<file path="config.mk">
export PLATFORM = sky130hd
export DESIGN_NAME = scan_mux
export DESIGN_NICKNAME = d
export VERILOG_FILES = /design/src/rtl/scan_mux.sv
export SDC_FILE = /design/constraint.sdc
export NUM_CORES = 1
export LEC_CHECK = 0
export ABC_AREA = 0
export BUFFER_PORTS_ARGS = -buffer_cell sky130_fd_sc_hd__buf_2
export CORE_AREA = 8 8 91 93
export CTS_BUF_LIST = sky130_fd_sc_hd__clkbuf_4 sky130_fd_sc_hd__clkbuf_8
export DETAILED_ROUTE_END_ITERATION = 10
export DIE_AREA = 0 0 99 101
export PLACE_DENSITY = 0.56
export SLEW_MARGIN = 0
export SYNTH_ARGS = -nofsm -noshare
export SYNTH_HDL_FRONTEND = slang
export SYNTH_SLANG_ARGS = --single-unit
</file>
<file path="constraint.sdc">
create_clock -name clk -period 3 [get_ports clk]
set_clock_uncertainty 0.05 [all_clocks]
set_input_delay 0.3 -clock clk [delete_from_list [all_inputs] [get_ports clk]]
set_output_delay 0.3 -clock clk [all_outputs]
set_load 0.1 [all_outputs]
</file>
<file path="src/rtl/scan_mux.sv">
// Registered channel multiplexer with manual select and auto-scan with per-channel dwell.
// Optional even-parity output y_par is built when SCAN_MUX_PARITY_EN is defined.
module scan_mux #(
    parameter int unsigned WIDTH = 8,
    parameter int unsigned CH    = 8,
    parameter int unsigned SELW  = 3,
    parameter int unsigned DWW   = 4
) (
    input  logic                  clk,
    input  logic                  rst_n,
    input  logic [CH*WIDTH-1:0]   d,
    input  logic [SELW-1:0]       sel,
    input  logic                  mode,
    input  logic                  en,
    input  logic [DWW-1:0]        dwell,
    output logic [WIDTH-1:0]      y,
    output logic [SELW-1:0]       y_ch,
    output logic                  y_valid,
`ifdef SCAN_MUX_PARITY_EN
    output logic                  y_par,
`endif
    output logic                  wrap
);

    localparam logic [SELW-1:0] LastCh = SELW'(CH - 1);

    typedef enum logic [1:0] {
        StIdle,
        StManual,
        StScan
    } state_e;

    state_e            state_q, state_d;
    logic [WIDTH-1:0]  y_q;
    logic [SELW-1:0]   y_ch_q;
    logic              y_valid_q;
    logic              wrap_q;
    logic [SELW-1:0]   ptr_q;
    logic [DWW-1:0]    cnt_q;
`ifdef SCAN_MUX_PARITY_EN
    logic              y_par_q;
`endif

    logic [WIDTH-1:0]  sel_data;
    logic [WIDTH-1:0]  ptr_data;
    logic [WIDTH-1:0]  man_data;
    logic [WIDTH-1:0]  load_data;
    logic              sel_ok;
    logic              wrap_hit;
    logic              advance;
    logic [SELW-1:0]   ptr_next;

    always_comb begin
        unique case ({en, mode})
            2'b10:   state_d = StManual;
            2'b11:   state_d = StScan;
            default: state_d = StIdle;
        endcase
    end

    // Explicit compare loops keep out-of-range selects from indexing past d.
    always_comb begin
        sel_data = '0;
        ptr_data = '0;
        for (int k = 0; k < int'(CH); k++) begin
            if (sel == SELW'(k)) begin
                sel_data = d[k*WIDTH +: WIDTH];
            end
            if (ptr_q == SELW'(k)) begin
                ptr_data = d[k*WIDTH +: WIDTH];
            end
        end
    end

    always_comb begin
        sel_ok    = 32'(sel) < CH;
        man_data  = sel_ok ? sel_data : '0;
        load_data = (state_d == StScan) ? ptr_data : man_data;
        advance   = cnt_q >= dwell;
        ptr_next  = (ptr_q == LastCh) ? '0 : ptr_q + 1'b1;
        // ptr_q is forced to 0 outside SCAN, so only a real CH-1 -> 0 step can match.
        wrap_hit  = (state_q == StScan) && (ptr_q == '0) && (y_ch_q == LastCh);
    end

    always_ff @(posedge clk or negedge rst_n) begin
        if (!rst_n) begin
            state_q   <= StIdle;
            y_q       <= '0;
            y_ch_q    <= '0;
            y_valid_q <= 1'b0;
            wrap_q    <= 1'b0;
            ptr_q     <= '0;
            cnt_q     <= '0;
`ifdef SCAN_MUX_PARITY_EN
            y_par_q   <= 1'b0;
`endif
        end else begin
            state_q <= state_d;
            unique case (state_d)
                StManual: begin
                    y_q       <= load_data;
                    y_ch_q    <= sel;
                    y_valid_q <= sel_ok;
                    wrap_q    <= 1'b0;
                    ptr_q     <= '0;
                    cnt_q     <= '0;
`ifdef SCAN_MUX_PARITY_EN
                    y_par_q   <= ^load_data;
`endif
                end
                StScan: begin
                    y_q       <= load_data;
                    y_ch_q    <= ptr_q;
                    y_valid_q <= 1'b1;
                    wrap_q    <= wrap_hit;
`ifdef SCAN_MUX_PARITY_EN
                    y_par_q   <= ^load_data;
`endif
                    if (advance) begin
                        ptr_q <= ptr_next;
                        cnt_q <= '0;
                    end else begin
                        cnt_q <= cnt_q + 1'b1;
                    end
                end
                default: begin
                    y_valid_q <= 1'b0;
                    wrap_q    <= 1'b0;
                    ptr_q     <= '0;
                    cnt_q     <= '0;
                end
            endcase
        end
    end

    assign y       = y_q;
    assign y_ch    = y_ch_q;
    assign y_valid = y_valid_q;
    assign wrap    = wrap_q;
`ifdef SCAN_MUX_PARITY_EN
    assign y_par   = y_par_q;
`endif

endmodule

</file>
* After elaboration in Yosys (flattened, before gate mapping)
Cells that the tools add are included.
** Storage, ports and cells
- Flip-flop bits (word level) :: 22
- Input bits :: 75
- Output and inout port bits :: 13
** Cells by class
- $add $sub $neg :: 2
- Order comparisons :: 1
- Equal/unequal tests :: 21
- Mux-type cells :: 26
- Reduce and logical (&&, ||, !) cells :: 6
** Operators with widths (number)
- $mux 8 :: 17
- $eq 3x3->1 const B :: 9
- $eq 3x2->1 const B :: 4
- $mux 3 :: 3
- $eq 2x2->1 const B :: 4
- $mux 4 :: 2
- $eq 3x1->1 const B :: 2
- $logic_not 3->1 :: 2
- $pmux 3 s2 :: 1
- $add 4x1->4 const B :: 1
- $ge 4x4->1 :: 1
- $pmux 2 s2 :: 1
- $add 3x1->3 const B :: 1
- $eq 2x1->1 const B :: 1
- $logic_and 1x1->1 :: 2
- $mux 1 :: 2
- $ne 2x2->1 const B :: 1
- $reduce_bool 2->1 :: 1
- $reduce_or 2->1 :: 1

* Logic depth before layout (Yosys ltp)
- Depth after elaboration :: 10
- Depth in mapped cells :: 9
- Mapped depth without buffers :: 7

* Least setup slack after synthesis
No wires, ideal clock.
- Kind :: register -> register
- From :: reg ptr_q[2]
- To :: reg y_q[0] (netlist: y[0])
- Data arrival time :: 1.969 ns
- Data required time :: 2.825 ns
- Path slack :: 0.856 ns
- Cell stages (with the launch flop) :: 9
- Path buffers :: 1
- Period minus slack after synthesis :: 2.144 ns
- Path through :: dfrtp_1 > clkbuf_1 > inv_1 > ha_1 > a221o_1 > a221o_1 > a31oi_1 > nor3_1 > a211o_1
** Between the ends
- Cells in the longest elaborated chain, start to end :: 10
** Ends and longest elaborated chain
- start, declared :: line 38 : logic [SELW-1:0] ptr_q;
- start signal, assigned :: line 120 : ptr_q <= ptr_next;
- $logic_not 3->1 :: line 69 : if (ptr_q == SELW'(k)) begin
- $mux 8 (7 in series) :: line 69
- $mux 8 (*) :: line 69
- $mux 8 (*) :: line 78 : load_data = (state_d == StScan) ? ptr_data : man_data;
- end signal, assigned :: line 101 : y_q <= load_data;
- end signal, assigned :: line 112 : y_q <= load_data;
- end, declared :: line 34 : logic [WIDTH-1:0] y_q;
Mark *: on every way between the ends. The rest lies on a longest branch, timed or not.
A chain may end at the register's enable or synchronous reset.

* Worst setup path after layout
- From :: reg ptr_q[0]
- To :: reg y_q[7] (netlist: y[7])
Same word-level chain as after synthesis.

==> results.txt <==
The total internal power is about 0.63 mW. The number of synthesis warnings is 0. The cell with the biggest individual delay on the critical path is nor2b_1.

For hold timing, the worst endpoint is y_valid. The critical hold path startpoint is en. The number of antenna violations at the first check in global routing came out at 0. The portion of synthesized area spent on multiplexers is 0.0979. The reg-to-reg endpoint is y[7]. The final layout contains between 400 and 500 nets.

The root cell of the clock tree is clkbuf_8. The gate family responsible for the most delay along the worst path is compound AO/OA/AOI/OAI gates. The data required time at the worst endpoint came out at around 3.1 ns. The count of non-filler cells in the finished layout came out at between 400 and 500. At the placement stage, the worst setup path has a slack of roughly 0.58 ns. The deepest level of the CTS H-tree is 1. Clock latency on the worst-skew pair, taken at its later pin, is 0.28 ns.

0 antenna diodes ended up in the layout. The number of clock buffers added by TritonCTS is 3. The maximum cell stage delay along the critical path is between 0.5 and 0.6 ns. The share of layout cells above drive strength 1 came out at 0.295. The full die area is about 10000 um^2. Of the total power, registers draw 0.313.

The final clock period utilization by the worst path came out at 0.828. The die width is approximately 99 um. The synthesized design contains 0 enable-type register cells.

The design draws about 1.1 mW. The remaining routing DRC violations came out at 0. Of the total synthesized cell area, the portion taken by AND, OR, NAND and NOR gates is 0.165. The number of different library cells used by synthesis comes to 51. For this run the aggregate overflow at the end of global routing stands at 0. The buffers inserted during post-CTS setup optimization came out at 0. The total vias in the final route is between 2000 and 3000. The first global-routing pass estimated between 10 and 15 mm of wire. Of the total power, combinational logic draws 0.405. Across all setup checks in the final design, the least slack found is about 0.52 ns. The count of input and output buffers came out at 87. The number of max-cap violations came out at 0.

The number of cells on the worst hold path is 1. The worst setup path is of the flop to flop kind. The worst setup path is captured at a flop.

In the routed layout, each cell is associated on average with a via count of 5.89. The data arrival at the endpoint of the critical path came out at 2.62 ns. The number of global-route vias before repair came to 2788. The combined buffer and inverter count along the critical path came out at 2. The total number of clock tree sinks is 22. The clock transition at the register clock pins on the worst setup and hold paths after CTS came out at ~0.11 ns. The synthesized netlist occupies a cell area of between 2000 and 2500 um^2.

After synthesis, the share of flip-flops with an asynchronous set or reset is 1.00. The largest driver fanout on the critical path is 12. The switching power is approximately 0.45 mW. The number of placement rows is 31. In this run the critical register-to-register path is launched from ptr_q[0]. The initial core utilization came out at 0.331. TritonCTS built the clock tree.

The worst slew margin relative to its limit is 0.301. The adder-cell share of the synthesized area is 0.0598. The largest vdd supply drop is about 0.14 mV.

The post-route antenna net violation count came out at 0. The I/O pin count is 88. The pin count of the biggest net entering global routing came out at 33.

The leakage dissipation is 1.31 nW. The power density over cell area came out at approximately 370 nW/um^2. The minimum period implied by the final worst setup slack is around 2.5 ns. After synthesis, the largest family of logic cells by area is compound AO/OA/AOI/OAI gates. Of the total synthesized cell area, the portion taken by XOR and XNOR cells is 0.00761. The fraction of the mapped netlist area in compound gates is 0.354. The number of cells on the worst reg-to-reg path came out at 8.

The flow ran to the end, and the final reports show no timing, DRC or antenna violations. The setup slack of the most critical reg-to-reg path is around 0.52 ns. For this run, the register share of the synthesized area comes to 0.239.

The overall routed net length is 8.87 mm. The core area came out at between 6000 and 7000 um^2. The signed area change from the synthesized netlist to the final layout is 24.7%. The routed length per instance is between 15 and 20 um.

The top flip-flop cell by instance count after synthesis is dfrtp_1. The number of placed instances with taps included is roughly 450. Of the total power, the share spent switching nets is 0.415. Synthesis handed over a netlist of a little under 300 instances. The setup total negative slack came out at 0 ns. The register bit count reported by yosys is 22.

Traced cell by cell, the critical path runs through inv_1 -> ha_1 -> buf_4 -> nor2b_1 -> a221oi_1 -> o311ai_0 -> a21oi_1 -> o31ai_1. The total iterations of the first detailed-routing run came out at 5. The mean area per synthesized cell is just under 8 um^2. Gates resized during post-CTS repair numbered 0. The transition time at the pin with the least slew margin came out at 1.05 ns. The layout has roughly 730 filler cells. The synthesized net count is between 300 and 400. The clock network fraction of total power is 0.282. Measured along the y axis, the die boundary spans between 100 and 150 um.

The number of failing setup endpoints in the final timing report came out at 0. The maximum number of buffers from clock root to sink came out at 2. Based on the critical path, the design can be clocked at up to 403 MHz. Across every metal layer, demand over resource in global routing totals 0.174. The path type of the worst min-delay path is input pin to flop. The number of failing hold endpoints at the final stage is 0.

The post-DP HPWL is 6.48 mm. The final weighted congestion in routability-driven placement is 0.855. Setup repair after global routing left no endpoint under its margin. Buffers inserted to repair hold after CTS numbered 1. In this run, the number of DRC markers left after iteration 0 of detailed routing was about 220. The total count of max-transition violations in the final report is 0.

The worst setup path is launched from a flop.
[cell usage after synthesis, types with 3 or more instances]
master,instances,area (um^2)
a221o_1,3,30.0
nand2b_1,4,25.0
nand3_1,6,30.0
o21ai_0,33,165
a21oi_1,22,110
a221oi_1,8,70.1
mux2i_1,12,120
a22oi_1,7,52.6
a31oi_1,3,18.8
o221ai_1,4,35.0
clkbuf_1,17,63.8
buf_2,4,20.0
ha_1,11,138
nor2_1,14,52.6
dfrtp_1,22,551
mux2_2,4,45.0
a32oi_1,4,35.0
o211ai_1,6,45.0
nor3_1,11,55.1
nor2b_1,12,75.1
o311ai_0,4,35.0
a211oi_1,4,30.0
nand2_1,20,75.1
inv_1,18,67.6
[placed cells by master (no fill, tap or decap), drive strengths merged, types with 3 or more instances in the layout]
master | netlist | routed
a32oi | 4 | 4
nor2b | 12 | 12
mux2 | 5 | 5
nor3 | 11 | 11
nand2 | 20 | 20
mux2i | 12 | 12
inv | 18 | 18
a211oi | 4 | 4
o311ai | 4 | 4
a221oi | 8 | 8
a31oi | 3 | 3
o21ai | 35 | 35
a22oi | 7 | 7
dfrtp | 22 | 22
nand2b | 4 | 4
buf | 6 | 94
o221ai | 4 | 4
nand3 | 6 | 6
o211ai | 6 | 6
clkbuf | 18 | 3
ha | 11 | 11
a21oi | 22 | 22
nor2 | 14 | 14
a221o | 3 | 3
[how the worst max path moves through the flow]
stage | start | endpoint | slack (ns) | cells past startpoint
floorplan | ptr_q[2] | y[0] | 0.86 | 8
global placement | ptr_q[0] | y[3] | 0.64 | 7
detailed placement | ptr_q[0] | y[0] | 0.58 | 7
CTS | ptr_q[0] | y[0] | 0.57 | 7
global route | ptr_q[0] | y[5] | 0.31 | 6
finish | ptr_q[0] | y[7] | 0.52 | 8
[power by group through the flow]
stage	Sequential, mW	Combinational (mW)	Clock, mW
5_1_grt	0.339	0.461	0.319
3_5_place_dp	0.341	0.432	0
6_report	0.336	0.434	0.302
4_1_cts	0.336	0.433	0.304
2_1_floorplan	0.495	0.145	0
3_3_place_gp	0.341	0.430	0
[kinds of logic (layout without fill, tap and decap cells)]
| family | after synthesis | in the layout |
|---|---|---|
| AOI/OAI and AO/OA | 121 | 121 |
| and+or+nand+nor | 77 | 77 |
| buffers and inverters | 43 | 118 |
| DFF | 22 | 22 |
| muxes | 19 | 19 |
| adders and majority gates | 11 | 11 |
| xor gates and xnor gates | 2 | 2 |
[flip-flops by register name (all words and copies together) (netlist names)]
| name | flops |
|---|---|
| y_valid | 1 |
| ptr_q | 3 |
| state_q | 2 |
| y | 8 |
| wrap | 1 |
| y_ch | 3 |
| cnt_q | 4 |
[routing by layer]
metal  up-vias  GRT usage  share of wire
li1       1269          -              -
met1      1243      0.205           0.41
met2       135      0.306           0.49
met3        17     0.0366          0.084
met4         0     0.0555          0.016
met5         -          0              0
[per-stage QoR]
| stage | utilization | cell area [um^2] | hold WS (ns) |
|---|---|---|---|
| 6_report | 0.413 | 2870 | 0.185 |
| 5_1_grt | 0.413 | 2870 | 0.181 |
| 4_1_cts | 0.413 | 2870 | 0.176 |
| 3_5_place_dp | 0.402 | 2790 | 0.272 |
| 3_3_place_gp | 0.402 | 2790 | 0.272 |
| 2_1_floorplan | - | 2300 | -0.0456 |
[cell type report]
type	instances	area [um^2]	area share
inverter	19	71.3	0.0249
timing repair buffer	95	498	0.174
clock buffer	3	41.3	0.0144
sequential	22	551	0.192
clock inverter	1	30.0	0.0105
multi-input combinational	230	1580	0.549
tap	82	103	0.0358
No activity file was read; power rests on OpenSTA's default activity.
